File: src/rtl/bringup_pkg.sv
// Shared state encoding and default parameters for the power-on bring-up sequencer.
// Purely declarative; no logic, no latency, no flow control.
package bringup_pkg;

  typedef enum logic [1:0] {
    ST_IDLE = 2'd0,
    ST_RUN  = 2'd1,
    ST_DONE = 2'd2
  } state_e;

  localparam int          DEF_NUM_PHASES = 4;
  localparam int          DEF_CNT_W      = 16;
  localparam logic [31:0] DEF_RUN_CYCLES = 32'd10000;
  localparam int          DEF_BLINK_LOG2 = 8;

  // cur_phase is 3 bits wide, so the length table is always sized for 8 phases.
  localparam int          MAX_PHASES     = 8;

endpackage

File: src/rtl/heartbeat_div.sv
// Free-running divider: heartbeat toggles once every 2^BLINK_LOG2 clocks, first toggle 2^BLINK_LOG2 edges after reset.
// Ignores the sequencer entirely; no inputs other than clock and reset, no backpressure.
module heartbeat_div
  import bringup_pkg::*;
#(
  parameter int BLINK_LOG2 = DEF_BLINK_LOG2
) (
  input  logic osc_clk,
  input  logic reset,
  output logic heartbeat
);

  logic [BLINK_LOG2-1:0] cnt_q, cnt_d;
  logic                  hb_q, hb_d;

  always_comb begin
    cnt_d = cnt_q + BLINK_LOG2'(1);
    hb_d  = (&cnt_q) ? ~hb_q : hb_q;
  end

  always_ff @(posedge osc_clk or posedge reset) begin
    if (reset) begin
      cnt_q <= '0;
      hb_q  <= 1'b0;
    end else begin
      cnt_q <= cnt_d;
      hb_q  <= hb_d;
    end
  end

  assign heartbeat = hb_q;

endmodule

File: src/rtl/bringup_sequencer.sv
// Steps through NUM_PHASES timed phases after start, with a RUN-cycle watchdog; outputs registered, one-cycle response.
// abort beats start, start is ignored while running; no backpressure on any input.
module bringup_sequencer
  import bringup_pkg::*;
#(
  parameter int          NUM_PHASES = DEF_NUM_PHASES,
  parameter int          CNT_W      = DEF_CNT_W,
  parameter logic [31:0] RUN_CYCLES = DEF_RUN_CYCLES,
  parameter int          BLINK_LOG2 = DEF_BLINK_LOG2
) (
  input  logic                        osc_clk,
  input  logic                        reset,
  input  logic [NUM_PHASES*CNT_W-1:0] phase_len,
  input  logic                        start,
  input  logic                        abort,
  output logic [NUM_PHASES-1:0]       phase_en,
  output logic [2:0]                  cur_phase,
  output logic                        busy,
  output logic                        done,
  output logic                        timeout,
  output logic                        heartbeat
);

  state_e                  state_q, state_d;
  logic [NUM_PHASES-1:0]   phase_en_q, phase_en_d;
  logic [2:0]              cur_phase_q, cur_phase_d;
  logic [CNT_W-1:0]        phase_cnt_q, phase_cnt_d;
  logic [31:0]             run_cnt_q, run_cnt_d;
  logic                    busy_q, busy_d;
  logic                    done_q, done_d;
  logic                    timeout_q, timeout_d;

  logic [CNT_W-1:0]        len_arr [MAX_PHASES];
  logic [CNT_W-1:0]        cur_len;
  logic [CNT_W-1:0]        eff_len;
  logic [2:0]              next_phase;
  logic                    phase_last;
  logic                    final_phase;
  logic                    wd_expire;

  for (genvar g = 0; g < MAX_PHASES; g++) begin : g_len
    if (g < NUM_PHASES) begin : g_used
      assign len_arr[g] = phase_len[g*CNT_W +: CNT_W];
    end else begin : g_unused
      assign len_arr[g] = '0;
    end
  end

  // Length is re-read every cycle; >= lets a shortened phase end as soon as it is already overdue.
  assign cur_len     = len_arr[cur_phase_q];
  assign eff_len     = (cur_len == '0) ? CNT_W'(1) : cur_len;
  assign phase_last  = ({1'b0, phase_cnt_q} + (CNT_W+1)'(1)) >= {1'b0, eff_len};
  assign final_phase = (cur_phase_q == 3'(NUM_PHASES - 1));
  assign wd_expire   = (run_cnt_q >= (RUN_CYCLES - 32'd1));
  assign next_phase  = cur_phase_q + 3'd1;

  always_comb begin
    state_d     = state_q;
    phase_en_d  = phase_en_q;
    cur_phase_d = cur_phase_q;
    phase_cnt_d = phase_cnt_q;
    run_cnt_d   = run_cnt_q;
    busy_d      = busy_q;
    done_d      = done_q;
    timeout_d   = timeout_q;

    if (abort) begin
      state_d     = ST_IDLE;
      phase_en_d  = '0;
      cur_phase_d = '0;
      phase_cnt_d = '0;
      run_cnt_d   = '0;
      busy_d      = 1'b0;
      done_d      = 1'b0;
      timeout_d   = 1'b0;
    end else begin
      unique case (state_q)
        ST_IDLE, ST_DONE: begin
          if (start) begin
            state_d     = ST_RUN;
            phase_en_d  = NUM_PHASES'(1);
            cur_phase_d = '0;
            phase_cnt_d = '0;
            run_cnt_d   = '0;
            busy_d      = 1'b1;
            done_d      = 1'b0;
            timeout_d   = 1'b0;
          end
        end
        ST_RUN: begin
          run_cnt_d = run_cnt_q + 32'd1;
          if (phase_last && final_phase) begin
            // Completion takes priority over a simultaneous watchdog expiry.
            state_d   = ST_DONE;
            busy_d    = 1'b0;
            done_d    = 1'b1;
            timeout_d = 1'b0;
          end else if (wd_expire) begin
            state_d   = ST_DONE;
            busy_d    = 1'b0;
            done_d    = 1'b1;
            timeout_d = 1'b1;
          end else if (phase_last) begin
            cur_phase_d = next_phase;
            phase_cnt_d = '0;
            for (int i = 0; i < NUM_PHASES; i++) begin
              if (3'(i) == next_phase) phase_en_d[i] = 1'b1;
            end
          end else begin
            phase_cnt_d = phase_cnt_q + CNT_W'(1);
          end
        end
        default: begin
          state_d = ST_IDLE;
        end
      endcase
    end
  end

  always_ff @(posedge osc_clk or posedge reset) begin
    if (reset) begin
      state_q     <= ST_IDLE;
      phase_en_q  <= '0;
      cur_phase_q <= '0;
      phase_cnt_q <= '0;
      run_cnt_q   <= '0;
      busy_q      <= 1'b0;
      done_q      <= 1'b0;
      timeout_q   <= 1'b0;
    end else begin
      state_q     <= state_d;
      phase_en_q  <= phase_en_d;
      cur_phase_q <= cur_phase_d;
      phase_cnt_q <= phase_cnt_d;
      run_cnt_q   <= run_cnt_d;
      busy_q      <= busy_d;
      done_q      <= done_d;
      timeout_q   <= timeout_d;
    end
  end

  assign phase_en  = phase_en_q;
  assign cur_phase = cur_phase_q;
  assign busy      = busy_q;
  assign done      = done_q;
  assign timeout   = timeout_q;

  heartbeat_div #(
    .BLINK_LOG2 (BLINK_LOG2)
  ) u_heartbeat_div (
    .osc_clk   (osc_clk),
    .reset     (reset),
    .heartbeat (heartbeat)
  );

endmodule

File: config.mk
export PLATFORM = sky130hd
export DESIGN_NAME = bringup_sequencer
export DESIGN_NICKNAME = d
export VERILOG_FILES = /design/src/rtl/bringup_pkg.sv /design/src/rtl/heartbeat_div.sv /design/src/rtl/bringup_sequencer.sv
export SDC_FILE = /design/constraint.sdc
export NUM_CORES = 1
export LEC_CHECK = 0
export CORE_ASPECT_RATIO = 1.25
export CORE_UTILIZATION = 48
export DETAILED_ROUTE_END_ITERATION = 6
export PLACE_DENSITY = 0.77
export SLEW_MARGIN = 0
export SYNTH_ARGS = -nofsm -noshare
export SYNTH_HDL_FRONTEND = slang
export SYNTH_SLANG_ARGS = --single-unit
File: constraint.sdc
create_clock -name osc_clk -period 3.75 [get_ports osc_clk]
set_input_delay 0.75 -clock osc_clk [delete_from_list [all_inputs] [get_ports osc_clk]]
set_output_delay 0.75 -clock osc_clk [all_outputs]
set_load 0.05 [all_outputs]
==> results.toml <==
[synth]
netlist-cell-type-count = 48
ys_seq_area_share_pct = 39.43
yosysTopAreaCellShare_pct = 39.43
syn_inst = 442
async_reset_ff_share_pct = 100.0
yosys_most_used_dff = "dfrtp_1"
synth_area_leader_cell = "dfrtp_1"
ys_top_cells_by_area = "dfrtp_1 39%, mux4_2 8.2%, ha_1 7.1%"
syn_area_um2 = 4379
synth_edf_count = 0
ys_ff_latch = 69
avgSynthCellArea_um2 = 9.908
syn-num-nets = 535
yosysWarnings = 0

[floorplan]
start_util_pct = 50.06
pin_count = 79
dieArea_um2 = 9512
fp-row-count = 38
core_area_um2 = 8748
dieWidth_um = 87.43
dieHeight_um = 108.8

[setup_path]
crit_slowest_cell = "or4_4"
endpoint_kind = "register"
max_stage_delay_ns = 0.55
arrival_ns = 3.97
cp-start-kind = "primary input"
crit_family = "simple AND/OR/NAND/NOR gates"
path_max_fanout = 4
critPathBufInv = 3
worst-setup-path-type = "in2reg"
path_cells = "clkdlybuf4s50_1 -> mux4_2 -> nand2_2 -> nand4_1 -> nor4_2 -> a21o_1 -> ha_4 -> inv_2 -> or4_4 -> a31oi_4 -> a211oi_4 -> buf_6 -> or3_1 -> a31oi_1 -> nor2_1"
worst_ep_required_time_ns = 3.98

[timing]
finalSetupTns_ns = 0
fmax_mhz = 267.3
finalCritPeriodShare_pct = 99.77
hold_viol = 0
grt_setup_unrepaired = "yes"
finalClockSkew_ns = 0.01203
maxSlewViolCount = 0
finalSetupViolations = 0
relSlewSlack_pct = 57.64
fin_crit_ns = 3.741
worstMarginPinSlew_ns = 0.6330

[finish]
syn_to_final_growth_pct = 38.00
diodes = 0
fin_nets = 647
stdcell_count = 679
n_fill_cell = 632
drive_gt1_share_pct = 19.14

[global_route]
track_usage_pct = 24.18
grt_remaining_overflow = 0
grt_max_degree = 36
grt_first_pass_wirelength_mm = 17.73
grt_pass1_vias = 3849
grt_antenna_before_repair = 0

[detailed_routing]
viasPerCell = 5.844
drt_first_pass_iters = 5
vias = 3968
ant_nets = 0
drt_iter0_drc = 233
drt-total-wl_mm = 12.52
route.detailed.drc = 0
wl_per_cell_um = 18.44

[status]
status = "finished, final reports clean"

[pwr]
peakVddDrop_v = 0.0002565
power_density_nw_per_um2 = 264.2
power_leakage_nw = 3.089

[place]
io_buffers = 78
dpl.hpwl_mm = 8.548
gp_congestion = 0.8640
dp_cells = 655

[clock_network]
cts.clk_slew.worst_paths_ns = 0.08
cts_buffer_depth = 2
cts_made_buffers = 9
cts_tree = "done"
htree_levels = 3
worstSkewPairLatency_ns = 0.36
clockRootBuffer = "clkbuf_8"
cts.sinks = 69

[worst_hold_path]
hold_path.class = "reg2reg"

[flow_run]
cap_violations = 0
[Yosys cell counts, drive strengths merged, types with 11 or more instances]
cell type and n:
a21oi 14, a32o 11, and3 12, dfrtp 69
ha 25, mux4 16, nand2 48, nand3 20
nand4 16, nor2 42, o21ai 21, xnor2 18
xor2 19
[metrics by stage]
| stage | instance area, um^2 | worst slack, ns | power, mW | hold slack (ns) | util (%) |
|---|---|---|---|---|---|
| 2_1_floorplan | 4407 | 0.01374 | 0.8642 | 0.4326 | - |
| 3_3_place_gp | 5523 | -0.3470 | 0.9810 | 0.4538 | 63.13 |
| 3_5_place_dp | 5523 | -0.3905 | 0.9867 | 0.4553 | 63.13 |
| 4_1_cts | 5720 | 0.003182 | 1.597 | 0.4758 | 65.39 |
| 5_1_grt | 6043 | -0.1394 | 1.651 | 0.4876 | 69.08 |
| 6_report | 6043 | 0.008556 | 1.597 | 0.4747 | 69.08 |
[metal layers]
| layer | track usage [%] | part of all wire [%] |
|---|---|---|
| met1 | 28.80 | 39 |
| met2 | 43.81 | 54 |
| met3 | 3.104 | 3.7 |
| met4 | 9.602 | 2.9 |
| met5 | 0 | 0 |
[registers in the layout (all words and copies together), names as in the netlist]
name,count
busy,1
cur_phase,3
done,1
phase_cnt_q,16
phase_en,4
run_cnt_q,32
state_q,2
timeout,1
u_heartbeat_div.cnt_q,8
u_heartbeat_div.heartbeat,1
[kinds of logic after synthesis]
logic type | after synthesis | share of synthesized area [%]
compound gates | 79 | 13.20
xor+xnor | 37 | 7.400
fa+ha+maj | 25 | 7.143
buf+inv | 28 | 2.829
flops | 69 | 39.43
mux | 16 | 8.229
simple gates | 188 | 21.77
[report_power, final]
part | internal, mW | switching [mW]
Clock | 0.311 | 0.303
Sequential | 0.750 | 0.00785
Combinational | 0.117 | 0.107
[worst register-to-register path, cell delays in order (launching register included)]
cell	delay (ns)
dfrtp_2	0.44
buf_12	0.16
mux4_2	0.53
nand2_2	0.10
nand4_1	0.15
nor4_2	0.27
a21o_1	0.17
ha_4	0.15
inv_2	0.03
or4_4	0.55
a31oi_4	0.24
a211oi_4	0.09
buf_6	0.15
or3_1	0.37
a31oi_1	0.17
nor2_1	0.05
[worst paths after layout]
check / to / cells after the start / slack, ns / startpoint
worst max-delay path: timeout / 15 / 0.009 / phase_len[36]
worst min-delay path: u_heartbeat_div.cnt_q[3] / 1 / 0.47 / u_heartbeat_div.cnt_q[3]
worst max register to register: timeout / 15 / 0.009 / cur_phase[0]
worst min register to register: u_heartbeat_div.cnt_q[3] / 1 / 0.47 / u_heartbeat_div.cnt_q[3]
max in group asynchronous: cur_phase[0] / 3 / 2.40 / reset
min in group asynchronous: phase_cnt_q[5] / 2 / 0.75 / reset
[cell type report]
cell class | instances | area, um^2 | area share, %
clock inverters | 7 | 73.82 | 1.222
repair buffers | 117 | 1281 | 21.20
clock buffers | 9 | 123.9 | 2.050
inverters | 12 | 48.80 | 0.8075
multi-input cells | 345 | 2635 | 43.60
well taps | 120 | 150.1 | 2.484
flip-flops and latches | 69 | 1730 | 28.63
[placed cells by master (no fill, tap or decap), types with 6 or more instances in the layout]
cell	instances
a21o_1	8
a21oi_1	13
a32o_1	11
and2_1	6
and3_1	12
and4_1	7
buf_4	32
clkbuf_8	9
clkdlybuf4s50_1	25
dfrtp_1	66
dlymetal6s2s_1	53
ha_1	24
inv_1	9
mux4_2	16
nand2_1	33
nand2_2	15
nand2b_1	8
nand3_1	19
nand4_1	16
nor2_1	42
nor4_1	6
o21ai_0	11
o21ai_1	9
or3_1	6
xnor2_1	17
xor2_1	19
[timing repair]
action | 4_1_cts | 5_1_grt
pin swaps | 1 | 13
setup endpoints to repair | 2 | 28
gates resized for setup | 0 | 84
gates cloned | 0 | 1
setup buffers | 0 | 7
hold buffers | 0 | 0
(Power assumes the default switching activity.)
